$ cat config.mk
export PLATFORM = sky130hd
export DESIGN_NAME = r200_pipecont
export DESIGN_NICKNAME = d
export VERILOG_FILES = /design/src/rtl/r200_pipecont.sv
export SDC_FILE = /design/constraint.sdc
export NUM_CORES = 1
export LEC_CHECK = 0
export CORE_MARGIN = 2
export CORE_UTILIZATION = 46
export DETAILED_ROUTE_END_ITERATION = 16
export GPL_ROUTABILITY_DRIVEN = 0
export HOLD_SLACK_MARGIN = 0.06
export PLACE_DENSITY = 0.94
export SYNTH_ARGS = -nofsm -noshare
export SYNTH_HDL_FRONTEND = slang
export SYNTH_SLANG_ARGS = --single-unit
$ cat constraint.sdc
create_clock -name clk -period 6.24 [get_ports clk]
set_input_delay 0.936 -clock clk [delete_from_list [all_inputs] [get_ports clk]]
set_output_delay 0.936 -clock clk [all_outputs]
set_load 0.005 [all_outputs]
$ cat src/rtl/r200_pipecont.sv
// -----------------------------------------------------------------------------
// r200_pipecont
//
// Central sequencing controller for the r200 five-stage pipeline
// (IF, ID, EX, MEM, WB). It produces the PC controls, the load enables and
// bubble (flush) controls for the four pipeline registers, and the 3-bit
// operand bypass selects for the rs1/rs2 mux8w32 muxes. It also runs the
// boot sequence and freezes the pipeline while data memory inserts wait
// states.
//
// Optional feature macro: R200_FWD_EN
//   defined   : operand bypassing enabled, selects take 0/2/4/6/7
//   undefined : selects are constant 0, every RAW match stalls
//
// Parameters
//   BOOT_CYCLES  (1..15) cycles pc_rst is held after reset release
//
// Ports
//   clk, rst_n                      clock, asynchronous active-low reset
//   id_rs1/id_rs2, id_uses_rs1/rs2  ID stage source registers and use flags
//   ex_/mem_/wb_ rd, regwr, wbsel   producer info per stage
//                                   (wbsel 0 = ALU, 1 = dmem, 2 = pc+4)
//   ex_willbr, ex_willjmp           taken branch / jump resolved in EX
//   mem_memop, dmem_ack             memory access in MEM and its completion
//   stall_clr                       synchronous clear of stall_cnt
//   pc_rst, pc_en, pc_sel           PC control (sel 0 = pc+4, 1 = branch,
//                                   2 = jump target)
//   *_en, *_flush                   pipeline register load / bubble controls
//   rs1val_cont, rs2val_cont        bypass selects (0 regfile, 2 EX ALU,
//                                   4 MEM ALU, 6 WB ALU, 7 WB dmem)
//   dmem_req                        memory access pending
//   stall_cnt                       saturating stalled-cycle counter
//   dbg_state                       current FSM state (debug observation)
//
// Memory handshake: a memory op sitting in MEM completes in the cycle where
// dmem_ack is high. While mem_memop is high and dmem_ack is low, dmem_req is
// high and the whole pipeline (PC and all four registers) holds. The cycle
// that carries dmem_ack is evaluated as a normal run cycle.
// -----------------------------------------------------------------------------
module r200_pipecont #(
  parameter int unsigned BOOT_CYCLES = 4
) (
  input  logic        clk,
  input  logic        rst_n,
  input  logic [4:0]  id_rs1,
  input  logic [4:0]  id_rs2,
  input  logic        id_uses_rs1,
  input  logic        id_uses_rs2,
  input  logic [4:0]  ex_rd,
  input  logic [4:0]  mem_rd,
  input  logic [4:0]  wb_rd,
  input  logic        ex_regwr,
  input  logic        mem_regwr,
  input  logic        wb_regwr,
  input  logic [1:0]  ex_wbsel,
  input  logic [1:0]  mem_wbsel,
  input  logic [1:0]  wb_wbsel,
  input  logic        ex_willbr,
  input  logic        ex_willjmp,
  input  logic        mem_memop,
  input  logic        dmem_ack,
  input  logic        stall_clr,
  output logic        pc_rst,
  output logic        pc_en,
  output logic [1:0]  pc_sel,
  output logic        if_id_en,
  output logic        id_ex_en,
  output logic        ex_mem_en,
  output logic        mem_wb_en,
  output logic        if_id_flush,
  output logic        id_ex_flush,
  output logic        ex_mem_flush,
  output logic        mem_wb_flush,
  output logic [2:0]  rs1val_cont,
  output logic [2:0]  rs2val_cont,
  output logic        dmem_req,
  output logic [15:0] stall_cnt,
  output logic [1:0]  dbg_state
);

  typedef enum logic [1:0] {
    ST_BOOT    = 2'd0,
    ST_RUN     = 2'd1,
    ST_MEMWAIT = 2'd2
  } state_e;

  localparam logic [1:0] WB_ALU  = 2'd0;
  localparam logic [1:0] WB_DMEM = 2'd1;

  localparam logic [2:0] SEL_RF     = 3'd0;
  localparam logic [2:0] SEL_EX_ALU = 3'd2;
  localparam logic [2:0] SEL_MEM_ALU = 3'd4;
  localparam logic [2:0] SEL_WB_ALU = 3'd6;
  localparam logic [2:0] SEL_WB_MEM = 3'd7;

  localparam logic [3:0] BOOT_LAST = 4'(BOOT_CYCLES - 1);

  state_e      state_q, state_d;
  logic [3:0]  boot_cnt_q, boot_cnt_d;
  logic [15:0] stall_cnt_q, stall_cnt_d;

  // ---------------------------------------------------------------------------
  // Hazard detection per source operand
  // ---------------------------------------------------------------------------
  logic       s1_ex_hit, s1_mem_hit, s1_wb_hit;
  logic       s2_ex_hit, s2_mem_hit, s2_wb_hit;
  logic       s1_stall, s2_stall;
  logic [2:0] s1_sel, s2_sel;
  logic       raw_stall;

  // x0 is hard-wired zero, so a producer writing x0 never matches.
  assign s1_ex_hit  = id_uses_rs1 && ex_regwr  && (ex_rd  != 5'd0) && (ex_rd  == id_rs1);
  assign s1_mem_hit = id_uses_rs1 && mem_regwr && (mem_rd != 5'd0) && (mem_rd == id_rs1);
  assign s1_wb_hit  = id_uses_rs1 && wb_regwr  && (wb_rd  != 5'd0) && (wb_rd  == id_rs1);
  assign s2_ex_hit  = id_uses_rs2 && ex_regwr  && (ex_rd  != 5'd0) && (ex_rd  == id_rs2);
  assign s2_mem_hit = id_uses_rs2 && mem_regwr && (mem_rd != 5'd0) && (mem_rd == id_rs2);
  assign s2_wb_hit  = id_uses_rs2 && wb_regwr  && (wb_rd  != 5'd0) && (wb_rd  == id_rs2);

`ifdef R200_FWD_EN
  // Only the youngest matching producer matters: it holds the newest value.
  // If that producer cannot be bypassed the consumer stalls, even when an
  // older matching stage could be.
  function automatic logic [3:0] resolve(
    input logic       ex_hit,
    input logic       mem_hit,
    input logic       wb_hit,
    input logic [1:0] exs,
    input logic [1:0] mems,
    input logic [1:0] wbs
  );
    logic [3:0] r;  // {stall, sel[2:0]}
    r = {1'b0, SEL_RF};
    if (ex_hit) begin
      r = (exs == WB_ALU) ? {1'b0, SEL_EX_ALU} : {1'b1, SEL_RF};
    end else if (mem_hit) begin
      r = (mems == WB_ALU) ? {1'b0, SEL_MEM_ALU} : {1'b1, SEL_RF};
    end else if (wb_hit) begin
      if (wbs == WB_ALU)       r = {1'b0, SEL_WB_ALU};
      else if (wbs == WB_DMEM) r = {1'b0, SEL_WB_MEM};
      else                     r = {1'b1, SEL_RF};
    end
    return r;
  endfunction

  assign {s1_stall, s1_sel} = resolve(s1_ex_hit, s1_mem_hit, s1_wb_hit,
                                      ex_wbsel, mem_wbsel, wb_wbsel);
  assign {s2_stall, s2_sel} = resolve(s2_ex_hit, s2_mem_hit, s2_wb_hit,
                                      ex_wbsel, mem_wbsel, wb_wbsel);
`else
  // No bypass network: any in-flight producer of a used source stalls ID.
  logic unused_wbsel;
  assign unused_wbsel = ^{ex_wbsel, mem_wbsel, wb_wbsel};

  assign s1_stall = s1_ex_hit || s1_mem_hit || s1_wb_hit;
  assign s2_stall = s2_ex_hit || s2_mem_hit || s2_wb_hit;
  assign s1_sel   = SEL_RF;
  assign s2_sel   = SEL_RF;
`endif

  assign raw_stall = s1_stall || s2_stall;

  // ---------------------------------------------------------------------------
  // FSM next state and outputs
  // ---------------------------------------------------------------------------
  logic in_boot;
  logic freeze;
  logic eval_run;

  always_comb begin
    state_d      = state_q;
    boot_cnt_d   = boot_cnt_q;
    in_boot      = 1'b0;
    freeze       = 1'b0;
    eval_run     = 1'b0;

    pc_rst       = 1'b0;
    pc_en        = 1'b1;
    pc_sel       = 2'd0;
    if_id_en     = 1'b1;
    id_ex_en     = 1'b1;
    ex_mem_en    = 1'b1;
    mem_wb_en    = 1'b1;
    if_id_flush  = 1'b0;
    id_ex_flush  = 1'b0;
    ex_mem_flush = 1'b0;
    mem_wb_flush = 1'b0;
    rs1val_cont  = s1_sel;
    rs2val_cont  = s2_sel;
    dmem_req     = 1'b0;

    unique case (state_q)
      ST_BOOT: begin
        in_boot = 1'b1;
        if (boot_cnt_q == BOOT_LAST) begin
          state_d    = ST_RUN;
          boot_cnt_d = 4'd0;
        end else begin
          boot_cnt_d = boot_cnt_q + 4'd1;
        end
      end
      ST_RUN: begin
        if (mem_memop && !dmem_ack) begin
          freeze  = 1'b1;
          state_d = ST_MEMWAIT;
        end else begin
          eval_run = 1'b1;
        end
      end
      ST_MEMWAIT: begin
        if (!dmem_ack) begin
          freeze = 1'b1;
        end else begin
          // The ack cycle behaves as a run cycle, so a redirect held in EX
          // during the wait is applied here.
          eval_run = 1'b1;
          state_d  = ST_RUN;
        end
      end
      default: begin
        in_boot    = 1'b1;
        state_d    = ST_BOOT;
        boot_cnt_d = 4'd0;
      end
    endcase

    if (in_boot) begin
      // PC held in reset while every pipeline register loads a bubble.
      pc_rst       = 1'b1;
      pc_en        = 1'b0;
      if_id_flush  = 1'b1;
      id_ex_flush  = 1'b1;
      ex_mem_flush = 1'b1;
      mem_wb_flush = 1'b1;
      rs1val_cont  = SEL_RF;
      rs2val_cont  = SEL_RF;
    end else if (freeze) begin
      pc_en     = 1'b0;
      if_id_en  = 1'b0;
      id_ex_en  = 1'b0;
      ex_mem_en = 1'b0;
      mem_wb_en = 1'b0;
      dmem_req  = 1'b1;
    end else if (eval_run) begin
      if (ex_willjmp || ex_willbr) begin
        // Redirect overrides a RAW stall: the stalled instruction in ID is
        // on the wrong path and is flushed anyway.
        pc_sel      = ex_willjmp ? 2'd2 : 2'd1;
        if_id_flush = 1'b1;
        id_ex_flush = 1'b1;
      end else if (raw_stall) begin
        // Hold PC and IF/ID, inject a bubble into EX, let EX..WB drain.
        pc_en       = 1'b0;
        if_id_en    = 1'b0;
        id_ex_flush = 1'b1;
      end
    end
  end

  // Redirect cycles always have pc_en=1, so !pc_en outside boot is exactly a
  // non-redirect stalled cycle (RAW stall or memory freeze).
  always_comb begin
    stall_cnt_d = stall_cnt_q;
    if (stall_clr) begin
      stall_cnt_d = 16'd0;
    end else if (!in_boot && !pc_en && (stall_cnt_q != 16'hFFFF)) begin
      stall_cnt_d = stall_cnt_q + 16'd1;
    end
  end

  always_ff @(posedge clk or negedge rst_n) begin
    if (!rst_n) begin
      state_q     <= ST_BOOT;
      boot_cnt_q  <= 4'd0;
      stall_cnt_q <= 16'd0;
    end else begin
      state_q     <= state_d;
      boot_cnt_q  <= boot_cnt_d;
      stall_cnt_q <= stall_cnt_d;
    end
  end

  assign stall_cnt = stall_cnt_q;
  assign dbg_state = state_q;

endmodule

==> impl_metrics.toml <==
[worst_setup_path]
cpMostUsedCell = "clkdlybuf4s50_1"
worstSetupStartpointType = "primary input"
cp.buffers_inverters = 2
critPathKind = "primary input to output pin"
cpLargestDelayFamily = "compound AO/OA/AOI/OAI gates"
crit_fanout = 26
slowest_delay_ns = 0.55
required_ns = 5.30
crit_path_end_kind = "output pin"
critPathSlowestCell = "or4_1"
arrival_ns = 3.79
worstPathCellList = "clkdlybuf4s50_1 > or4_1 > o21ai_0 > a21oi_1 > a311oi_1 > o31a_2 > and2_1 > clkdlybuf4s50_1"

[clock_tree]
ctsHoldBuffers = 0
cts_buffer_depth = 2
post-cts-setup-buffers = 0
post_cts_resized = 0
insertion_delay_ns = 0.27
clock_sinks = 22
cts_inserted_buffers = 3
htree_levels = 1
clkTransAtPathRegs_ns = 0.09
cts_tree = "built"
clock-root-buffer = "clkbuf_8"

[job]
max_cap_viol_count = 0

[layout]
fin_nets = 326
fillers = 333
n_antenna_cell = 0
area_delta_synth_final_pct = 37.7
multi_input_area_sq_um = 1190
drive_above_1_share_pct = 4.69
seq_area_sq_um = 551

[global_routing]
grt_remaining_overflow = 0
antenna_found_initial = 0
grtUsageTotal_pct = 22.9
grt_pass1_wl_um = 8140
grt_pass1_vias = 1751
grt_max_degree = 27

[status]
status = "finished, final reports clean"

[sta]
fin_crit_ns = 4.73
setup_viol = 0
finalCritPeriodShare_pct = 75.7
max_slew_margin_pct = 32.9
fmax_mhz = 212
grt_setup_unrepaired = "no"
worst_pin_slew_ns = 1.00
finalMaxSlewViolations = 0
finClkSkew_ns = 0.0101
setup_ws_ns = 1.51
hold_viol_final = 0
tns_ns = 0
hold_ws_ns = 0.494

[die]
rows = 23
start_util_pct = 47.2
die_w_um = 67.8
core_area_sq_um = 3970
die-area_sq_um = 4600
num_io_pins = 80
die-height_um = 67.8

[synthesis]
synth_commonest_cells = "xor2_1, dfrtp_1, nor2_1, a21oi_1"
yosysWarnings = 0
ys_seq_elements = 22
async_flop_share_pct = 100
syn_inst = 219
yosys_most_used_dff = "dfrtp_1"
yosysTopAreaCell = "dfrtp_1"
synth.most_common_cell = "xor2_1"
synth.top_cell.area_share_pct = 29.4
synth-edff-count = 0
synth.area.top_cells = "dfrtp_1, xor2_1, a21oi_1, buf_4, nor2_1"
syn_area_sq_um = 1870
avgSynthCellArea_sq_um = 8.55
yosysUniqueCellTypes = 42
ys_seq_area_share_pct = 29.4

[routing]
drc_errors = 0
drt_iter0_markers = 136
ant_nets = 0
wire_per_inst_um = 15.1
first_pass_iters = 4
viasPerCell = 5.59
num_vias = 1829
finalWirelength_um = 4950

[place]
dp_hpwl_um = 3850
dpl_worst_slack_ns = 1.52
io_buffers = 67

[hold_path]
hold_path.class = "flop to flop"

[power]
ir_worst_vdd_uv = 249
cellPowerDensity_nw_per_um2 = 227
p_leak_nw = 1.02
final timing paths:
check                           endpoint           from  cells past startpoint  slack [ns]
min in group asynchronous   stall_cnt[7]          rst_n                      1        1.21
max in group asynchronous  stall_cnt[14]          rst_n                      1        4.41
max reg2reg                stall_cnt[15]   stall_cnt[3]                      8        3.30
max                                pc_en       wb_rd[0]                      8        1.51
min reg2reg                boot_cnt_q[3]  boot_cnt_q[3]                      1        0.49
min                        boot_cnt_q[3]  boot_cnt_q[3]                      1        0.49
power by group:
part | switching [W] | internal, W | total [W]
Combinational | 0.000132 | 0.000150 | 0.000282
Sequential | 0.0000134 | 0.000154 | 0.000168
Clock | 0.0000493 | 0.0000858 | 0.000135
stage by stage:
step	total power [W]	util [%]	cells	cell area, sq um
2_1_floorplan	0.000323	-	224	1890
3_3_place_gp	0.000444	63.2	323	2510
3_5_place_dp	0.000452	63.2	323	2510
4_1_cts	0.000589	65.0	327	2580
5_1_grt	0.000626	65.0	327	2580
6_report	0.000585	65.0	327	2580
routing by layer:
layer	vias to the layer above	global-route usage [%]	wire, um
met4	0	6.50	99
li1	880	-	-
met5	-	0	0
met3	11	3.95	223
met2	65	43.0	2690
met1	873	26.5	1940
cells in the final DEF (no fill, tap or decap), types with 2 or more instances in the layout:
| cell type | Yosys | layout |
|---|---|---|
| nor3b_1 | 3 | 3 |
| clkdlybuf4s50_1 | 0 | 67 |
| a21o_1 | 2 | 2 |
| mux2_1 | 5 | 5 |
| mux2_2 | 3 | 3 |
| xnor2_1 | 6 | 6 |
| or4_1 | 7 | 7 |
| xor2_1 | 24 | 24 |
| dfrtp_1 | 22 | 22 |
| inv_1 | 8 | 8 |
| nor3_1 | 2 | 2 |
| or3_1 | 3 | 3 |
| nand4b_1 | 2 | 2 |
| ha_1 | 5 | 5 |
| o31ai_1 | 4 | 4 |
| and3_1 | 2 | 2 |
| clkbuf_8 | 0 | 3 |
| nor4_2 | 5 | 5 |
| nand3_1 | 11 | 11 |
| nor2b_1 | 9 | 9 |
| nand2b_1 | 2 | 2 |
| o21ai_0 | 11 | 11 |
| nor2_1 | 17 | 17 |
| nand4_1 | 3 | 3 |
| nand2_1 | 11 | 11 |
| nor4_1 | 6 | 6 |
| conb_1 | 1 | 6 |
| a21oi_1 | 15 | 15 |
sequential cells by signal (all words and copies together), names as in the netlist:
register    cells
boot_cnt_q      4
stall_cnt      16
dbg_state       2
kinds of logic (layout without fill, tap and decap cells):
group	after synthesis	count (layout)	share of synthesized area, %
other	1	6	0.200
adder cells (fa/ha/maj)	5	5	3.34
AND/OR/NAND/NOR	87	87	27.5
AO/OA/AOI/OAI	39	39	12.4
buffers and inverters	26	79	7.82
flip-flops	22	22	29.4
XOR/XNOR	30	30	14.0
multiplexers	9	9	5.34
worst reg2reg max path, stage by stage, from the launching register on:
cell and delay [ns]:
dfrtp_1 0.46, and4_1 0.25, and3_1 0.22, nand4_1 0.20, nor2_1 0.10, and3_1 0.32
nand4b_1 0.55, or4_1 0.61, a21oi_1 0.15
final cells by class:
class | count | share of cell area, %
clock inverters | 1 | 1.16
multi-input cells | 176 | 46.3
flip-flops and latches | 22 | 21.3
clock buffers | 3 | 1.60
inverters | 8 | 1.16
well taps | 50 | 2.42
repair buffers | 67 | 26.0
No activity file was read; power rests on OpenSTA's default activity.
